File: src/rtl/mux_16_rr_arbiter_pkg.sv
// Shared sizes, FSM state type and small helpers for the 16-way round-robin mux arbiter.
package mux_16_rr_arbiter_pkg;

  localparam int NUM_REQ = 16;
  localparam int SEL_W   = 4;
  localparam int HOLD_W  = 8;

  typedef enum logic {
    IDLE  = 1'b0,
    GRANT = 1'b1
  } state_e;

  function automatic logic [NUM_REQ-1:0] sel_to_onehot(input logic [SEL_W-1:0] sel);
    logic [NUM_REQ-1:0] vec;
    vec      = '0;
    vec[sel] = 1'b1;
    return vec;
  endfunction

endpackage

File: src/rtl/mux_16_rr_arbiter_if.sv
// Request/grant bundle between the requesters and the arbiter that drives the shared mux.
interface mux_16_rr_arbiter_if;
  import mux_16_rr_arbiter_pkg::*;

  logic [NUM_REQ-1:0] Request_In;
  logic [NUM_REQ-1:0] Grant_Out;
  logic [SEL_W-1:0]   Select_Out;
  logic               Enable_Out;
  logic [HOLD_W-1:0]  Hold_Count_Out;

  modport master (
    output Request_In,
    input  Grant_Out,
    input  Select_Out,
    input  Enable_Out,
    input  Hold_Count_Out
  );

  modport slave (
    input  Request_In,
    output Grant_Out,
    output Select_Out,
    output Enable_Out,
    output Hold_Count_Out
  );

endinterface

File: src/rtl/mux_16_rr_arbiter_rr_pick_16.sv
// Combinational rotating-priority search: first set request at or after start, wrapping 15 -> 0.
module rr_pick_16
  import mux_16_rr_arbiter_pkg::*;
(
  input  logic [NUM_REQ-1:0] req,
  input  logic [SEL_W-1:0]   start,
  output logic               found,
  output logic [SEL_W-1:0]   win
);

  logic [SEL_W-1:0] cand;

  // NOTE: every signal written here gets a default before the loop; a path that
  // skips an assignment would otherwise infer a latch.
  always_comb begin
    found = 1'b0;
    win   = '0;
    cand  = '0;
    for (int i = 0; i < NUM_REQ; i++) begin
      cand = start + SEL_W'(i);
      if (!found && req[cand]) begin
        found = 1'b1;
        win   = cand;
      end
    end
  end

endmodule

File: src/rtl/mux_16_rr_arbiter.sv
// Round-robin owner of a shared 16:1 mux path with a hold-time limit; all outputs registered.
module mux_16_rr_arbiter
  import mux_16_rr_arbiter_pkg::*;
#(
  parameter int unsigned MAX_HOLD = 8
) (
  input logic               Clock_In,
  input logic               Reset_In,
  mux_16_rr_arbiter_if.slave bus
);

  localparam logic [HOLD_W-1:0] HOLD_LAST = HOLD_W'(MAX_HOLD - 1);

  state_e             state_q, state_d;
  logic [NUM_REQ-1:0] grant_q, grant_d;
  logic [SEL_W-1:0]   sel_q,   sel_d;
  logic [SEL_W-1:0]   last_q,  last_d;
  logic               en_q,    en_d;
  logic [HOLD_W-1:0]  hold_q,  hold_d;

  logic [SEL_W-1:0]   start;
  logic [SEL_W-1:0]   win;
  logic               found;
  logic               owner_req;
  logic               others;
  logic               at_limit;
  logic               do_pick;

  // Search always begins just past the last winner; in GRANT that is the owner itself.
  assign start = last_q + SEL_W'(1);

  rr_pick_16 u_pick (
    .req   (bus.Request_In),
    .start (start),
    .found (found),
    .win   (win)
  );

  assign owner_req = bus.Request_In[sel_q];
  assign others    = |(bus.Request_In & ~grant_q);
  assign at_limit  = (hold_q == HOLD_LAST);

  always_comb begin
    state_d = state_q;
    grant_d = grant_q;
    sel_d   = sel_q;
    en_d    = en_q;
    hold_d  = hold_q;
    last_d  = last_q;
    do_pick = 1'b0;

    unique case (state_q)
      IDLE: do_pick = 1'b1;
      GRANT: begin
        if (!owner_req || (at_limit && others)) begin
          do_pick = 1'b1;
        end else if (at_limit) begin
          hold_d = '0;
        end else begin
          hold_d = hold_q + HOLD_W'(1);
        end
      end
      default: do_pick = 1'b1;
    endcase

    // A released owner has its bit low, so it drops out of the search naturally;
    // a preempted owner stays eligible but sits last in the rotation.
    if (do_pick) begin
      if (found) begin
        state_d = GRANT;
        sel_d   = win;
        grant_d = sel_to_onehot(win);
        en_d    = 1'b1;
        hold_d  = '0;
        last_d  = win;
      end else begin
        state_d = IDLE;
        sel_d   = '0;
        grant_d = '0;
        en_d    = 1'b0;
        hold_d  = '0;
      end
    end
  end

  // NOTE: state registers use non-blocking assignments so every flop samples
  // the pre-edge values regardless of statement order.
  always_ff @(posedge Clock_In) begin
    if (Reset_In) begin
      state_q <= IDLE;
      grant_q <= '0;
      sel_q   <= '0;
      en_q    <= 1'b0;
      hold_q  <= '0;
      last_q  <= SEL_W'(NUM_REQ - 1);
    end else begin
      state_q <= state_d;
      grant_q <= grant_d;
      sel_q   <= sel_d;
      en_q    <= en_d;
      hold_q  <= hold_d;
      last_q  <= last_d;
    end
  end

  assign bus.Grant_Out      = grant_q;
  assign bus.Select_Out     = sel_q;
  assign bus.Enable_Out     = en_q;
  assign bus.Hold_Count_Out = hold_q;

endmodule
File: src/flat_wrapper.sv
// flat-port wrapper written by rule: the top's interface ports become plain ports
module mux_16_rr_arbiter_flat import mux_16_rr_arbiter_pkg::*;
#(
  parameter int unsigned MAX_HOLD = 8
)
  (Clock_In, Reset_In, bus_Request_In, bus_Grant_Out, bus_Select_Out, bus_Enable_Out, bus_Hold_Count_Out);
  mux_16_rr_arbiter_if bus_i ();
  input logic Clock_In;
  input logic Reset_In;
  input wire logic [$bits(bus_i.Request_In)-1:0] bus_Request_In;
  output wire logic [$bits(bus_i.Grant_Out)-1:0] bus_Grant_Out;
  output wire logic [$bits(bus_i.Select_Out)-1:0] bus_Select_Out;
  output wire logic [$bits(bus_i.Enable_Out)-1:0] bus_Enable_Out;
  output wire logic [$bits(bus_i.Hold_Count_Out)-1:0] bus_Hold_Count_Out;
  assign bus_i.Request_In = bus_Request_In;
  assign bus_Grant_Out = bus_i.Grant_Out;
  assign bus_Select_Out = bus_i.Select_Out;
  assign bus_Enable_Out = bus_i.Enable_Out;
  assign bus_Hold_Count_Out = bus_i.Hold_Count_Out;
  mux_16_rr_arbiter #(.MAX_HOLD(MAX_HOLD)) u_core (.Clock_In(Clock_In), .Reset_In(Reset_In), .bus(bus_i));
endmodule
File: config.mk
export PLATFORM = sky130hd
export DESIGN_NAME = mux_16_rr_arbiter_flat
export DESIGN_NICKNAME = d
export VERILOG_FILES = /design/src/rtl/mux_16_rr_arbiter_pkg.sv /design/src/rtl/mux_16_rr_arbiter_if.sv /design/src/rtl/mux_16_rr_arbiter_rr_pick_16.sv /design/src/rtl/mux_16_rr_arbiter.sv /design/src/flat_wrapper.sv
export SDC_FILE = /design/constraint.sdc
export NUM_CORES = 1
export LEC_CHECK = 0
export ABC_AREA = 1
export CORE_UTILIZATION = 27
export CTS_BUF_LIST = sky130_fd_sc_hd__clkbuf_4
export CTS_CLUSTER_SIZE = 30
export DETAILED_ROUTE_END_ITERATION = 12
export PLACE_DENSITY = 0.44
export SYNTH_ARGS = -nofsm -noshare
export SYNTH_HDL_FRONTEND = slang
export SYNTH_SLANG_ARGS = --single-unit
File: constraint.sdc
create_clock -name Clock_In -period 6.7 [get_ports Clock_In]
set_input_delay 1.675 -clock Clock_In [delete_from_list [all_inputs] [get_ports Clock_In]]
set_output_delay 1.675 -clock Clock_In [all_outputs]
set_load 0.02 [all_outputs]
==> results.txt <==
- Cell area after synthesis: about 3600 sq um
- The first global-routing pass estimated roughly 21000 um of wire.
- Clock transition at path regs: 0.10 ns
- # IOs: 47
* Post-detailed-route DRC marker count: 0
- Minimum clock period: 4.86 ns
- The number of antenna violations at the first check in global routing came to 0.
- The global routing stage identified its most utilized layer as met2.
- Grt met1 use: 24.7%
* CTS Root Buffer Type: sky130_fd_sc_hd__clkbuf_4
- DIE AREA: around 14000 sq um
- The multi-input combinational cells in the finished layout cover a total of roughly 2600 sq um.
- Total via count in the routed design: 4134
* Final hold viol count: 0
- Overflow left after global routing: 0
- Die extent in x: 118 um
* Syn Area/Cell: 5.70 sq um
- Simple-gate portion of the synthesized area: 59.1%
* Kind of end point of the critical path: flip-flop
- Between clock sinks in the finished design, the worst skew comes to 0.00945 ns.
- In this run, post-CTS repair resized a total of 0 instances.
- Vias in the first global route: ~3900
- Part of the Yosys area used for sequential elements: between 10% and 20%
- TritonCTS created 5 clock buffers.
- GR met3 Demand/Resource: roughly 1.5%
- Area growth from synthesis to final layout: 16.8%
* Worst Path Class, Setup: in2reg
- The worst setup path is launched from an input pin.
- For the worst setup path, the data required time is 6.97 ns.
- At the later pin of the worst-skew pair, clock insertion delay measures 0.33 ns.
* Final non-filler cell total: about 850
- Global routing consumed, on the met2 layer, between 30% and 40% of the routing resources.
- Counting every sink on the clock net gives 33.
- Final TNS setup: 0 ns
- For this run, the number of Yosys warnings is 0.
- CTS H-tree depth: 2
- In the routed layout, each cell is associated on average with a via count of 4.87.
* Largest net degree at the start of global routing: 32
- Floorplan row count: 42
* Complex-gate fraction of the synthesized area: 10.0%
- The pre-antenna-repair detailed-routing pass consisted of 5 iterations.
- Number of failing setup endpoints in the final timing report: 0
- The worst pin sits at a relative slew slack of 12.8%.
- Post-CTS Hold Buffers: 0
- In the synthesized netlist, mux cells make up 0% of the area.
- Once placement completed, the tool counted placed cells totaling 842.
* Post-layout nets: 694
- Routed Antenna Nets: 0
- Across every metal layer, demand over resource in global routing totals 19.0%.
* Outcome: completed
- Combined flip-flop and latch cell area: 661 sq um
* Post-Synthesis Net Count: approximately 660
- Unrepaired setup endpoints after global routing: false
- Total inserted antenna cells: 0
- In the final routed layout, each cell accounts on average for roughly 16 um.
- The synthesized design contains 33 register bits.
* Combinational family with the most area after synthesis: simple AND/OR/NAND/NOR gates
- Buffers added on ports: 46
- After detailed routing, the total wire length is around 13000 um.
- Cells fill 32.2% of the core in the end.
- Post-Synthesis Cells: 637
* Initial core utilization: about 28%
- TritonCTS clock tree: done
* Area of the core: around 13000 sq um
- Detailed placement finished with a half-perimeter wire length of 11000 um.
* XOR/XNOR Fraction of Synth Area: ~1.4%
* Placer's final routability congestion estimate: 0.895
* Post-CTS setup-driven buffer insertion count: 0
- Across the run, the number of max-cap violations was 0.
* Post-Synth Adder-Cell Area: about 1.0%
* Number of distinct library cells after synthesis: 41
- For the pin with the worst max-slew slack, the measured transition is 1.30 ns.
* Max Fanout on Critical Path: 19
- The worst hold path belongs to the class reg2reg.
- CTS Buffer Depth: 2
* # fillers: 1533
* Fraction of the cycle the final worst path needs: 72.6%
* Worst endpoint data arrival time: 5.13 ns
- For this block, the initial DRC count from the detailed router was 232.
* Maximum operating frequency: 0.206 GHz
* Final max-slew violation count: 0
- Measured along the y axis, the die boundary spans 118 um.
- Layout cells sized above 1: 11.7%
[logic make-up after synthesis]
family          after synthesis
compound gates               59
xor+xnor                      4
fa+ha+maj                     3
buf+inv                      83
flops                        33
simple gates                455
[flip-flops by register name, indices dropped and copies added (netlist names)]
name,cells
u_core.bus.Enable_Out,1
u_core.bus.Grant_Out,16
u_core.bus.Hold_Count_Out,8
u_core.bus.Select_Out,4
u_core.last_q,4
[final timing paths]
| check | end | depth (start not counted) | start | slack, ns |
|---|---|---|---|---|
| max reg2reg | u_core.bus.Grant_Out[0]$_SDFFE_PP0P_ | 27 | u_core.last_q[0]$_SDFFE_PP1P_ | 1.86 |
| max | u_core.bus.Hold_Count_Out[7]$_SDFFE_PP0P_ | 12 | bus_Request_In[0] | 1.84 |
| min reg2reg | u_core.bus.Hold_Count_Out[0]$_SDFFE_PP0P_ | 1 | u_core.bus.Hold_Count_Out[0]$_SDFFE_PP0P_ | 0.48 |
| min | u_core.bus.Hold_Count_Out[0]$_SDFFE_PP0P_ | 1 | u_core.bus.Hold_Count_Out[0]$_SDFFE_PP0P_ | 0.48 |
[Yosys cell counts (all sizes together)]
cell type  count  area (sq um)
o221ai         2          17.5
nor3           5          25.0
clkinv         2          7.51
ha             3          37.5
nand3         73           400
o21ai         18          97.6
o211ai         3          22.5
nor2          79           394
nor4           2          12.5
nand2        273          1120
a31oi          5          31.3
a221oi         2          17.5
o21bai         1          7.51
o21a           5          37.5
xor2           2          32.5
clkbuf         3          11.3
xnor2          2          17.5
dfxtp         33           661
nand3b         1          11.3
o22ai          9          56.3
nand4         18           153
buf           15           116
a21boi         1          7.51
a21oi         13          68.8
and3           2          12.5
inv           63           239
nor3b          2          15.0
[per-layer routing]
| layer | share of wire [%] | vias to the layer above | wire length, um |
|---|---|---|---|
| met5 | 0 | - | 0 |
| met2 | 49 | 99 | 6550 |
| met4 | 2.0 | 0 | 269 |
| li1 | - | 2119 | - |
| met3 | 2.8 | 17 | 376 |
| met1 | 46 | 1899 | 6100 |
[worst max-delay path: stages]
cell and delay, ns:
sky130_fd_sc_hd__clkdlybuf4s50_1 0.54, sky130_fd_sc_hd__inv_1 0.09, sky130_fd_sc_hd__o21ai_0 0.15, sky130_fd_sc_hd__a21oi_1 0.06, sky130_fd_sc_hd__a21oi_1 0.14, sky130_fd_sc_hd__a221oi_1 0.08, sky130_fd_sc_hd__a31oi_1 0.23, sky130_fd_sc_hd__nand2_1 0.30
sky130_fd_sc_hd__nor2_1 1.06, sky130_fd_sc_hd__nand2_1 0.40, sky130_fd_sc_hd__o21bai_1 0.28, sky130_fd_sc_hd__a21oi_1 0.11
[cells in the final DEF (no fill, tap or decap), types with 3 or more instances in the layout]
cell type	instances
sky130_fd_sc_hd__nor3_1	5
sky130_fd_sc_hd__nand2_1	246
sky130_fd_sc_hd__nor2_4	10
sky130_fd_sc_hd__nor2_2	9
sky130_fd_sc_hd__a21oi_1	12
sky130_fd_sc_hd__clkbuf_4	6
sky130_fd_sc_hd__nand2_2	21
sky130_fd_sc_hd__a31oi_1	5
sky130_fd_sc_hd__dfxtp_1	33
sky130_fd_sc_hd__o211ai_1	3
sky130_fd_sc_hd__inv_2	7
sky130_fd_sc_hd__nand3_2	7
sky130_fd_sc_hd__inv_1	55
sky130_fd_sc_hd__clkdlybuf4s50_1	46
sky130_fd_sc_hd__nand2_4	6
sky130_fd_sc_hd__nor2_1	60
sky130_fd_sc_hd__nand4_2	4
sky130_fd_sc_hd__ha_1	3
sky130_fd_sc_hd__o22ai_1	9
sky130_fd_sc_hd__nand3_1	66
sky130_fd_sc_hd__o21ai_0	11
sky130_fd_sc_hd__o21a_1	5
sky130_fd_sc_hd__clkinv_1	3
sky130_fd_sc_hd__o21ai_1	5
sky130_fd_sc_hd__nand4_1	13
[metrics by stage]
stage | hold WS, ns | instance area [sq um] | setup slack, ns
2_1_floorplan | 0.519 | 3630 | 3.04
3_3_place_gp | 0.459 | 4190 | 1.53
3_5_place_dp | 0.457 | 4190 | 1.49
4_1_cts | 0.480 | 4240 | 1.83
5_1_grt | 0.498 | 4240 | 1.37
6_report | 0.477 | 4240 | 1.84
[final cells by class]
class	count	area share [%]
multi-input cells	521	61.2
flip-flops and latches	33	15.6
repair buffers	47	11.0
inverters	65	5.81
well taps	176	5.19
clock buffers	6	1.06
clock inverters	1	0.0885
Power is not shown: default switching activity piles up to over one toggle a cycle in this logic, so the estimate is an artifact.
